--- src/rtl/loader_pkg.sv ---
// Shared types and constants for the parameter stream loader: FSM states, channel ids, default bases.
package loader_pkg;

  typedef enum logic [1:0] {
    IDLE  = 2'd0,
    LOAD  = 2'd1,
    DRAIN = 2'd2,
    DONE  = 2'd3
  } state_t;

  localparam int CH_CNN = 0;
  localparam int CH_FC  = 1;
  localparam int CH_IMG = 2;

  // Channel i base lives at [i*17 +: 17]; CNN region starts at 0.
  localparam logic [3*17-1:0] DEFAULT_CH_BASE = {17'd61922, 17'd50704, 17'd0};

endpackage

--- src/rtl/loader_wr_stage.sv ---
// One-entry output register driving the RAM write port; a new word loads when empty or when the
// held write is being accepted, so a stalled write keeps address and data stable.
module loader_wr_stage #(
  parameter int DATA_W = 16,
  parameter int ADDR_W = 17
) (
  input  logic              clk,
  input  logic              rst,
  input  logic              in_valid,
  input  logic [ADDR_W-1:0] in_addr,
  input  logic [DATA_W-1:0] in_data,
  output logic              in_ready,
  output logic              mem_we,
  output logic [ADDR_W-1:0] mem_addr,
  output logic [DATA_W-1:0] mem_wdata,
  input  logic              mem_ready
);

  assign in_ready = !mem_we || mem_ready;

  always_ff @(posedge clk) begin
    if (rst) begin
      mem_we    <= 1'b0;
      mem_addr  <= '0;
      mem_wdata <= '0;
    end else if (in_ready) begin
      mem_we <= in_valid;
      if (in_valid) begin
        mem_addr  <= in_addr;
        mem_wdata <= in_data;
      end
    end
  end

endmodule

--- src/rtl/param_stream_loader.sv ---
// Streams host words into the parameter RAM at a per-channel base with valid/ready backpressure.
// Optional LOADER_CKSUM_EN: a trailing 16-bit sum word is accepted, checked and not written.
module param_stream_loader
  import loader_pkg::*;
#(
  parameter int DATA_W = 16,
  parameter int ADDR_W = 17,
  parameter int LEN_W  = 17,
  parameter int NUM_CH = 3,
  parameter logic [NUM_CH*ADDR_W-1:0] CH_BASE = DEFAULT_CH_BASE
) (
  input  logic                      clk,
  input  logic                      rst,
  input  logic                      start,
  input  logic [$clog2(NUM_CH)-1:0] start_ch,
  input  logic [LEN_W-1:0]          start_len,
  input  logic                      s_valid,
  input  logic [DATA_W-1:0]         s_data,
  output logic                      s_ready,
  output logic                      mem_we,
  output logic [ADDR_W-1:0]         mem_addr,
  output logic [DATA_W-1:0]         mem_wdata,
  input  logic                      mem_ready,
  output logic                      busy,
  output logic [NUM_CH-1:0]         ch_done,
  output logic                      cksum_err
);

  localparam int CH_W = $clog2(NUM_CH);

  state_t            state, state_nx;
  logic [CH_W-1:0]   ch_q;
  logic [LEN_W-1:0]  words_left;
  logic [ADDR_W-1:0] addr_q;
  logic [ADDR_W-1:0] base_tbl [NUM_CH];
  logic              wr_rdy, start_ok, accept, data_word, last_word, more;

  for (genvar i = 0; i < NUM_CH; i++) begin : g_base
    assign base_tbl[i] = CH_BASE[i*ADDR_W +: ADDR_W];
  end

  assign start_ok  = start && (state == IDLE) && (int'(start_ch) < NUM_CH);
  assign s_ready   = (state == LOAD) && more && wr_rdy;
  assign accept    = s_valid && s_ready;
  assign data_word = accept && (words_left != '0);
  assign busy      = (state != IDLE);

`ifdef LOADER_CKSUM_EN
  logic              sum_seen, cks_bad;
  logic [DATA_W-1:0] sum_q;

  // Once the data words are exhausted the next accepted word is the checksum.
  assign more      = (words_left != '0) || !sum_seen;
  assign last_word = (words_left == '0);

  always_ff @(posedge clk) begin
    if (rst) begin
      sum_seen  <= 1'b0;
      sum_q     <= '0;
      cks_bad   <= 1'b0;
      cksum_err <= 1'b0;
    end else begin
      if (start_ok) begin
        sum_seen  <= 1'b0;
        sum_q     <= '0;
        cks_bad   <= 1'b0;
        cksum_err <= 1'b0;
      end else if (data_word) begin
        sum_q <= sum_q + s_data;
      end else if (accept) begin
        sum_seen <= 1'b1;
        cks_bad  <= (s_data != sum_q);
      end
      if (state == DONE) cksum_err <= cks_bad;
    end
  end
`else
  assign more      = (words_left != '0);
  assign last_word = (words_left == LEN_W'(1));
  assign cksum_err = 1'b0;
`endif

  always_comb begin
    state_nx = state;
    case (state)
      IDLE:    if (start_ok) state_nx = (start_len == '0) ? DONE : LOAD;
      LOAD:    if (accept && last_word) state_nx = DRAIN;
      DRAIN:   if (!mem_we) state_nx = DONE;
      DONE:    state_nx = IDLE;
      default: state_nx = IDLE;
    endcase
  end

  always_ff @(posedge clk) begin
    if (rst) begin
      state      <= IDLE;
      ch_q       <= '0;
      words_left <= '0;
      addr_q     <= '0;
      ch_done    <= '0;
    end else begin
      state <= state_nx;
      if (start_ok) begin
        ch_q              <= start_ch;
        words_left        <= start_len;
        addr_q            <= base_tbl[start_ch];
        ch_done[start_ch] <= 1'b0;
      end else if (data_word) begin
        words_left <= words_left - LEN_W'(1);
        addr_q     <= addr_q + ADDR_W'(1);
      end
      if (state == DONE) ch_done[ch_q] <= 1'b1;
    end
  end

  loader_wr_stage #(
    .DATA_W(DATA_W),
    .ADDR_W(ADDR_W)
  ) u_wr (
    .clk      (clk),
    .rst      (rst),
    .in_valid (data_word),
    .in_addr  (addr_q),
    .in_data  (s_data),
    .in_ready (wr_rdy),
    .mem_we   (mem_we),
    .mem_addr (mem_addr),
    .mem_wdata(mem_wdata),
    .mem_ready(mem_ready)
  );

endmodule
--- config.mk ---
export PLATFORM = sky130hd
export DESIGN_NAME = param_stream_loader
export DESIGN_NICKNAME = d
export VERILOG_FILES = /design/src/rtl/loader_pkg.sv /design/src/rtl/loader_wr_stage.sv /design/src/rtl/param_stream_loader.sv
export SDC_FILE = /design/constraint.sdc
export NUM_CORES = 1
export LEC_CHECK = 0
export CAP_MARGIN = 20
export CORE_UTILIZATION = 45
export CTS_BUF_LIST = sky130_fd_sc_hd__clkbuf_8
export DETAILED_ROUTE_END_ITERATION = 10
export GPL_ROUTABILITY_DRIVEN = 0
export PLACE_DENSITY_LB_ADDON = 0.25
export SYNTH_ARGS = -nofsm -noshare
export SYNTH_HDL_FRONTEND = slang
export SYNTH_SLANG_ARGS = --single-unit
--- constraint.sdc ---
create_clock -name clk -period 2.3 [get_ports clk]
set_clock_uncertainty 0.05 [all_clocks]
set_input_delay 0.345 -clock clk [delete_from_list [all_inputs] [get_ports clk]]
set_output_delay 0.345 -clock clk [all_outputs]
set_load 0.02 [all_outputs]
==> impl_metrics.sql, run 1 <==
INSERT INTO impl_metrics (metric_group, metric, value, unit) VALUES
('timing', 'worst_pin_slew', '0.491', 'ns'),
('grt', 'grt_util_all_layers', '0.228', ''),
('worst_setup_path', 'critical-path-slowest-cell', 'sky130_fd_sc_hd__or4_4', ''),
('clocking', 'tritoncts_num_sinks', '75', ''),
('yosys', 'synth.cell_area', '0.00365', 'mm²'),
('worst_setup_path', 'arrival', '2.42', 'ns'),
('hold_path', 'min-delay-start', 'rst', ''),
('detailed_routing', 'dr.first_iter.drc_count', '230', ''),
('clocking', 'cts.root.buffer_cell', 'sky130_fd_sc_hd__clkbuf_8', ''),
('timing', 'max-slew-margin-rel', '0.664', ''),
('timing', 'achievable-frequency', '450', 'MHz'),
('yosys', 'sequential_fraction_of_the_synthesis_area', '0.411', ''),
('grt', 'maximum_number_of_pins_on_one_net_before_global_route_repair', '51', ''),
('detailed_routing', 'route.antenna.remaining_nets', '0', ''),
('yosys', 'yosysWarningCount', '0', ''),
('die', 'die_height', '92.1', 'µm'),
('die', 'fp.coreArea', '0.00781', 'mm²'),
('detailed_routing', 'avgViaCountPerCell', '5.50', ''),
('clocking', 'cts_tree', 'yes', ''),
('clocking', 'clock_tree.htree_level_count', '3', ''),
('yosys', 'top_cells_by_area_synth', 'sky130_fd_sc_hd__dfxtp_1 41%, sky130_fd_sc_hd__nand2_1 9.0%, sky130_fd_sc_hd__a21oi_1 7.1%', ''),
('timing', 'setup_viol_count_final', '0', ''),
('worst_setup_path', 'worstSetupEndpointType', 'flop', ''),
('power_and_ir_drop', 'vdd_drop_max', '513', 'µV'),
('layout', 'antenna_cells_inserted', '0', ''),
('layout', 'layout-drive-gt1-share', '0.0980', ''),
('grt', 'first_pass_grt_wire_length', '15.5', 'mm'),
('detailed_routing', 'vias', '3537', ''),
('die', 'chipWidth', '92.1', 'µm'),
('yosys', 'synth-main-ff-cell', 'sky130_fd_sc_hd__dfxtp_1', ''),
('yosys', 'synthesis.instances', '452', ''),
('worst_setup_path', 'cell_by_cell_listing_of_the_critical_path', 'or4_4 > or3_4 > or4_1 > a311oi_2', ''),
('grt', 'first_global_vias', '3195', ''),
('yosys', 'synth_edf_count', '0', ''),
('worst_setup_path', 'cpLargestDelayFamily', 'simple AND/OR/NAND/NOR gates', ''),
('outcome', 'run_status', 'finished, final reports clean', ''),
('worst_setup_path', 'worstPathBufferInverterCount', '0', ''),
('worst_setup_path', 'worstPathRequired', '2.50', 'ns'),
('run', 'max_capacitance_violation_count', '0', ''),
('worst_setup_path', 'reg2reg_from', 'words_left[2]$_SDFFE_PP0P_', ''),
('power_and_ir_drop', 'pwr_density_cell', '1000', 'mW/mm²'),
('layout', 'synthToLayoutAreaGrowth', '34.4', '%'),
('worst_setup_path', 'cp-start-kind', 'flop', ''),
('timing', 'whs', '0.346', 'ns'),
('power_and_ir_drop', 'leakagePower', '1.70', 'nW'),
('clocking', 'cts_buffer_depth', '2', ''),
('worst_setup_path', 'rrSetupSlack', '0.08', 'ns'),
('detailed_routing', 'routedWlPerCell', '14.6', 'µm'),
('detailed_routing', 'detailed_routing_iteration_count_for_the_pre_antenna_repair_pass', '4', ''),
('die', 'row_cnt', '32', ''),
('worst_setup_path', 'worstRegToRegCells', '4', ''),
('detailed_routing', 'drc', '0', ''),
('clocking', 'hold_buf_cts', '0', ''),
('worst_setup_path', 'critical_path_peak_fanout', '6', ''),
('timing', 'period_share', '0.966', ''),
('die', 'fp.dieArea', '0.00848', 'mm²'),
('yosys', 'ys_ff_latch', '75', ''),
('yosys', 'syn_area_per_cell', '8.08', 'µm²'),
('power_and_ir_drop', 'report.power.total', '4.91', 'mW'),
('layout', 'mostFrequentLayoutCells', '88 x sky130_fd_sc_hd__nand2_1, 76 x sky130_fd_sc_hd__clkdlybuf4s50_1, 75 x sky130_fd_sc_hd__dfxtp_1', ''),
('grt', 'antenna_found_initial', '0', ''),
('yosys', 'postSynthNetCount', '505', ''),
('layout', 'finish.utilization', '0.629', ''),
('worst_setup_path', 'max_stage_delay', '0.56', 'ns'),
('clocking', 'cts.repair_timing.setup_buffer_count', '0', ''),
('yosys', 'synthDistinctLibCells', '48', ''),
('timing', 'finalCriticalPeriod', '2.22', 'ns'),
('timing', 'final_report_hold_violation_count', '0', ''),
('clocking', 'clk_transition_reported_paths', '0.08', 'ns'),
('hold_path', 'hold_path_class', 'input pin to flop', ''),
('timing', 'fin_tns_setup', '0', 'ns');
-- routing by layer --
layer / global-route usage / vias up / share of wire
met5: 0 / - / 0
met4: 0.103 / 0 / 0.017
met3: 0.0332 / 16 / 0.046
met2: 0.370 / 97 / 0.48
met1: 0.299 / 1651 / 0.46
li1: - / 1773 / -
-- power breakdown --
part           internal [mW]  switching (mW)  total, mW
sequential              1.51           0.203       1.71
combinational          0.899            1.20       2.10
clock                  0.609           0.487       1.10
-- worst max-delay path by stage --
stage                                     from                             end  slack [ns]  cells after the start
floorplan           words_left[2]$_SDFFE_PP0P_      words_left[9]$_SDFFE_PP0P_        0.20                      4
global placement                     mem_ready  u_wr.mem_wdata[1]$_SDFFE_PP0P_        0.11                      8
detailed placement                   mem_ready     words_left[16]$_SDFFE_PP0P_        0.04                      7
CTS                 words_left[1]$_SDFFE_PP0P_                         s_ready        0.08                      5
global route        words_left[1]$_SDFFE_PP0P_                         s_ready        0.02                      5
finish              words_left[2]$_SDFFE_PP0P_      words_left[9]$_SDFFE_PP0P_        0.08                      4
-- metrics by stage --
| step | cells | cell area, µm² | setup slack, ns |
|---|---|---|---|
| floorplan | 452 | 3650 | 0.204 |
| global placement | 628 | 4680 | 0.105 |
| detailed placement | 628 | 4680 | 0.0368 |
| CTS | 643 | 4900 | 0.0796 |
| global route | 643 | 4910 | 0.0159 |
| finish | 643 | 4910 | 0.0771 |
-- repair_timing --
| action | CTS | global route |
|---|---|---|
| endpoints found under the setup margin | 1 | 5 |
| gates cloned | 0 | 0 |
| gates resized for setup | 2 | 3 |
-- flip-flops by register name (all words and copies together), names as in the netlist --
signal / count
addr_q: 17
ch_done: 3
ch_q: 2
state: 2
u_wr.mem_addr: 17
u_wr.mem_wdata: 16
u_wr.mem_we: 1
words_left: 17
-- area by class of cell --
| class | count | area [µm²] |
|---|---|---|
| well taps | 102 | 128 |
| clock inverters | 6 | 91.3 |
| multi-input cells | 337 | 2010 |
| repair buffers | 103 | 1010 |
| inverters | 11 | 41.3 |
| clock buffers | 9 | 124 |
| flip-flops and latches | 75 | 1500 |
| fillers | 689 | 2900 |
-- kinds of logic (layout without fill, tap and decap cells) --
group	count (synthesis)	after routing	share of synthesized area
fa+ha+maj	13	13	0.0445
simple gates	191	191	0.252
compound gates	110	110	0.195
buf+inv	40	129	0.0438
xor+xnor	22	22	0.0528
other cells	1	1	0.00103
flops	75	75	0.411
-- synth_stat cells (7+ instances only) --
library cell	number
sky130_fd_sc_hd__nand3_1	10
sky130_fd_sc_hd__ha_1	13
sky130_fd_sc_hd__xor2_1	15
sky130_fd_sc_hd__a211oi_1	15
sky130_fd_sc_hd__a21oi_1	52
sky130_fd_sc_hd__inv_1	11
sky130_fd_sc_hd__nand4_1	9
sky130_fd_sc_hd__dfxtp_1	75
sky130_fd_sc_hd__clkbuf_1	23
sky130_fd_sc_hd__xnor2_1	7
sky130_fd_sc_hd__nor2_1	30
sky130_fd_sc_hd__o21ai_0	9
sky130_fd_sc_hd__nor3_1	8
sky130_fd_sc_hd__nor4_1	10
sky130_fd_sc_hd__nand2_1	88
No activity file was read; power rests on OpenSTA's default activity.
==> run 2, diff against run 1 <==
CORE_MARGIN = 1   (was not set)
CTS_BUF_LIST = sky130_fd_sc_hd__clkbuf_2 sky130_fd_sc_hd__clkbuf_4 sky130_fd_sc_hd__clkbuf_8   (was sky130_fd_sc_hd__clkbuf_8)
TNS_END_PERCENT = 30   (was not set)
==> results of run 2 <==
The final DEF is identical to that of run 1; final timing and power are the same.
==> run 3, diff against run 2 <==
GPL_TIMING_DRIVEN = 0   (was not set)
==> impl_metrics.sql, run 3 (same netlist as run 1, synthesis figures left out) <==
INSERT INTO impl_metrics (metric_group, metric, value, unit) VALUES
('outcome', 'run_status', 'finished, final reports clean', ''),
('timing', 'worst_pin_slew', '0.638', 'ns'),
('layout', 'reg.largest.list', 'addr_q x17, u_wr.mem_addr x17, words_left x17', ''),
('place', 'place.port_buffers', '77', ''),
('detailed_routing', 'detail_route.wirelength', '10.4', 'mm'),
('timing', 'rsz_0062_raised_after_global_routing', 'no', ''),
('worst_setup_path', 'critical_path_peak_fanout', '10', ''),
('power_and_ir_drop', 'report.power.total', '4.89', 'mW'),
('power_and_ir_drop', 'switching_share', '0.418', ''),
('die', 'chipWidth', '92.1', 'µm'),
('power_and_ir_drop', 'leakagePower', '1.64', 'nW'),
('die', 'ports', '80', ''),
('layout', 'final.fill_count', '698', ''),
('clocking', 'cts_buffer_depth', '2', ''),
('timing', 'achievable-frequency', '441', 'MHz'),
('worst_setup_path', 'worstSetupEndpointType', 'output port', ''),
('grt', 'first_global_vias', '3403', ''),
('detailed_routing', 'avgViaCountPerCell', '5.72', ''),
('detailed_routing', 'vias', '3702', ''),
('worst_setup_path', 'cp-start-kind', 'flop', ''),
('layout', 'design.final.nets', '594', ''),
('timing', 'report.final.slew_viol_count', '0', ''),
('grt', 'grt_util_all_layers', '0.250', ''),
('grt', 'grt_total_ovfl', '0', ''),
('worst_setup_path', 'arrival', '1.87', 'ns'),
('layout', 'layout-drive-gt1-share', '0.0972', ''),
('place', 'numPlacedInstances', '631', ''),
('detailed_routing', 'dr.first_iter.drc_count', '297', ''),
('detailed_routing', 'routedWlPerCell', '16.0', 'µm'),
('power_and_ir_drop', 'vdd_drop_max', '454', 'µV'),
('die', 'floorplan.initialDensity', '0.468', ''),
('clocking', 'cts_buffers', '9', ''),
('die', 'fp.coreArea', '0.00781', 'mm²'),
('layout', 'layout_commonest_cell', 'sky130_fd_sc_hd__nand2_1', ''),
('timing', 'final_report_hold_violation_count', '0', ''),
('timing', 'setup_viol_count_final', '0', ''),
('power_and_ir_drop', 'cell_internal_pwr', '2.84', 'mW'),
('die', 'die_height', '92.1', 'µm'),
('power_and_ir_drop', 'pwr_density_cell', '1000', 'mW/mm²'),
('run', 'max_capacitance_violation_count', '0', ''),
('clocking', 'tritoncts_num_sinks', '75', ''),
('worst_setup_path', 'worst-setup-path-type', 'flop to output port', ''),
('worst_setup_path', 'worstPathRequired', '1.90', 'ns'),
('timing', 'finalCriticalPeriod', '2.27', 'ns'),
('grt', 'maximum_number_of_pins_on_one_net_before_global_route_repair', '14', ''),
('clocking', 'cts_tree', 'yes', ''),
('layout', 'fin_cells', '647', ''),
('detailed_routing', 'detailed_routing_iteration_count_for_the_pre_antenna_repair_pass', '4', ''),
('grt', 'antenna_found_initial', '0', ''),
('timing', 'period_share', '0.985', ''),
('power_and_ir_drop', 'clkPwrFrac', '0.205', ''),
('layout', 'mostFrequentLayoutCells', '87 x sky130_fd_sc_hd__nand2_1, 76 x sky130_fd_sc_hd__clkdlybuf4s50_1, 72 x sky130_fd_sc_hd__dfxtp_1', ''),
('clocking', 'cts.root.buffer_cell', 'sky130_fd_sc_hd__clkbuf_8', ''),
('grt', 'first_pass_grt_wire_length', '16.7', 'mm'),
('power_and_ir_drop', 'power_switching', '2.05', 'mW'),
('layout', 'synthToLayoutAreaGrowth', '33.2', '%'),
('detailed_routing', 'route.antenna.remaining_nets', '0', ''),
('place', 'dpl.hpwl', '7.29', 'mm'),
('hold_path', 'hold_path_class', 'flop to flop', ''),
('power_and_ir_drop', 'seqPwrFrac', '0.363', ''),
('clocking', 'hold_buf_cts', '0', ''),
('die', 'row_cnt', '32', ''),
('clocking', 'clk_latency', '0.35', 'ns'),
('die', 'fp.dieArea', '0.00848', 'mm²'),
('layout', 'antenna_cells_inserted', '0', ''),
('hold_path', 'timing.hold.worst_path_depth', '2', ''),
('clocking', 'clock_tree.htree_level_count', '3', ''),
('worst_setup_path', 'worstRegToRegCells', '4', ''),
('clocking', 'clk_transition_reported_paths', '0.08', 'ns'),
('timing', 'max-slew-margin-rel', '0.574', ''),
('power_and_ir_drop', 'combinationalPowerShare', '0.432', ''),
('detailed_routing', 'drc', '0', '');
[run 3: changes by cell type in the layout (fill, tap and decap cells not counted), sizes merged]
| cell | delta |
|---|---|
| buf | -17 |
| bufinv | -1 |
| clkbuf | +21 |
| clkinv | -1 |
| clkinvlp | +2 |
[run 3: path summary, 6_finish.rpt]
| kind | startpoint | slack [ns] | endpoint |
|---|---|---|---|
| worst max-delay path | words_left[5]$_SDFFE_PP0P_ | 0.03 | s_ready |
| worst min-delay path | u_wr.mem_wdata[0]$_SDFFE_PP0P_ | 0.41 | u_wr.mem_wdata[0]$_SDFFE_PP0P_ |
| worst max register to register | words_left[3]$_SDFFE_PP0P_ | 0.06 | words_left[9]$_SDFFE_PP0P_ |
| worst min register to register | u_wr.mem_wdata[0]$_SDFFE_PP0P_ | 0.41 | u_wr.mem_wdata[0]$_SDFFE_PP0P_ |
[run 3: power by group through the flow]
| stage | sequential (mW) | clock (mW) | combinational (mW) |
|---|---|---|---|
| after floorplan | 1.76 | 0 | 1.21 |
| after global placement | 1.73 | 0 | 1.84 |
| after detailed placement | 1.75 | 0 | 1.88 |
| after CTS | 1.74 | 1.01 | 1.96 |
| after global routing | 1.80 | 1.06 | 2.27 |
| final | 1.77 | 1.00 | 2.11 |
[run 3: critical path, cell delays in order, from the launching register on]
cell and delay (ns):
sky130_fd_sc_hd__dfxtp_1 0.36, sky130_fd_sc_hd__nor4_4 0.35, sky130_fd_sc_hd__and2_4 0.25, sky130_fd_sc_hd__buf_4 0.19, sky130_fd_sc_hd__a21oi_1 0.10, sky130_fd_sc_hd__clkdlybuf4s15_2 0.26
[run 3: area by class of cell]
cell class,instances,area (µm²),area share
Buffer,28,130,0.0267
Clock buffer,9,124,0.0255
Clock inverter,6,67.6,0.0139
Inverter,11,41.3,0.00849
Multi-Input combinational cell,337,2080,0.428
Sequential cell,75,1510,0.310
Tap cell,102,128,0.0262
Timing Repair Buffer,79,787,0.162
[run 3: metal layers]
layer / part of all wire / track usage / vias to the layer above
met2: 0.48 / 0.410 / 150
met1: 0.45 / 0.333 / 1754
met5: 0 / 0 / -
li1: - / - / 1789
met3: 0.059 / 0.0373 / 9
met4: 0.011 / 0.0911 / 0
[run 3: through the flow]
stage / setup slack, ns / area [µm²] / setup TNS (ns) / hold WS (ns) / util
after global routing: 0.00538 / 4870 / 0 / 0.419 / 0.623
final: 0.0342 / 4870 / 0 / 0.405 / 0.623
after detailed placement: -0.417 / 4550 / -13.38 / 0.396 / 0.583
after floorplan: 0.204 / 3650 / 0 / 0.390 / -
after global placement: -0.398 / 4550 / -13.79 / 0.393 / 0.583
after CTS: 0.0302 / 4800 / 0 / 0.408 / 0.614
[run 3: what timing repair did]
item | in CTS | in global routing
pin swaps | 2 | 3
gates cloned | 0 | 0
buffers inserted | 0 | 2
resized for setup | 18 | 26
setup endpoints to repair | 56 | 54
hold endpoints to repair | 0 | 0
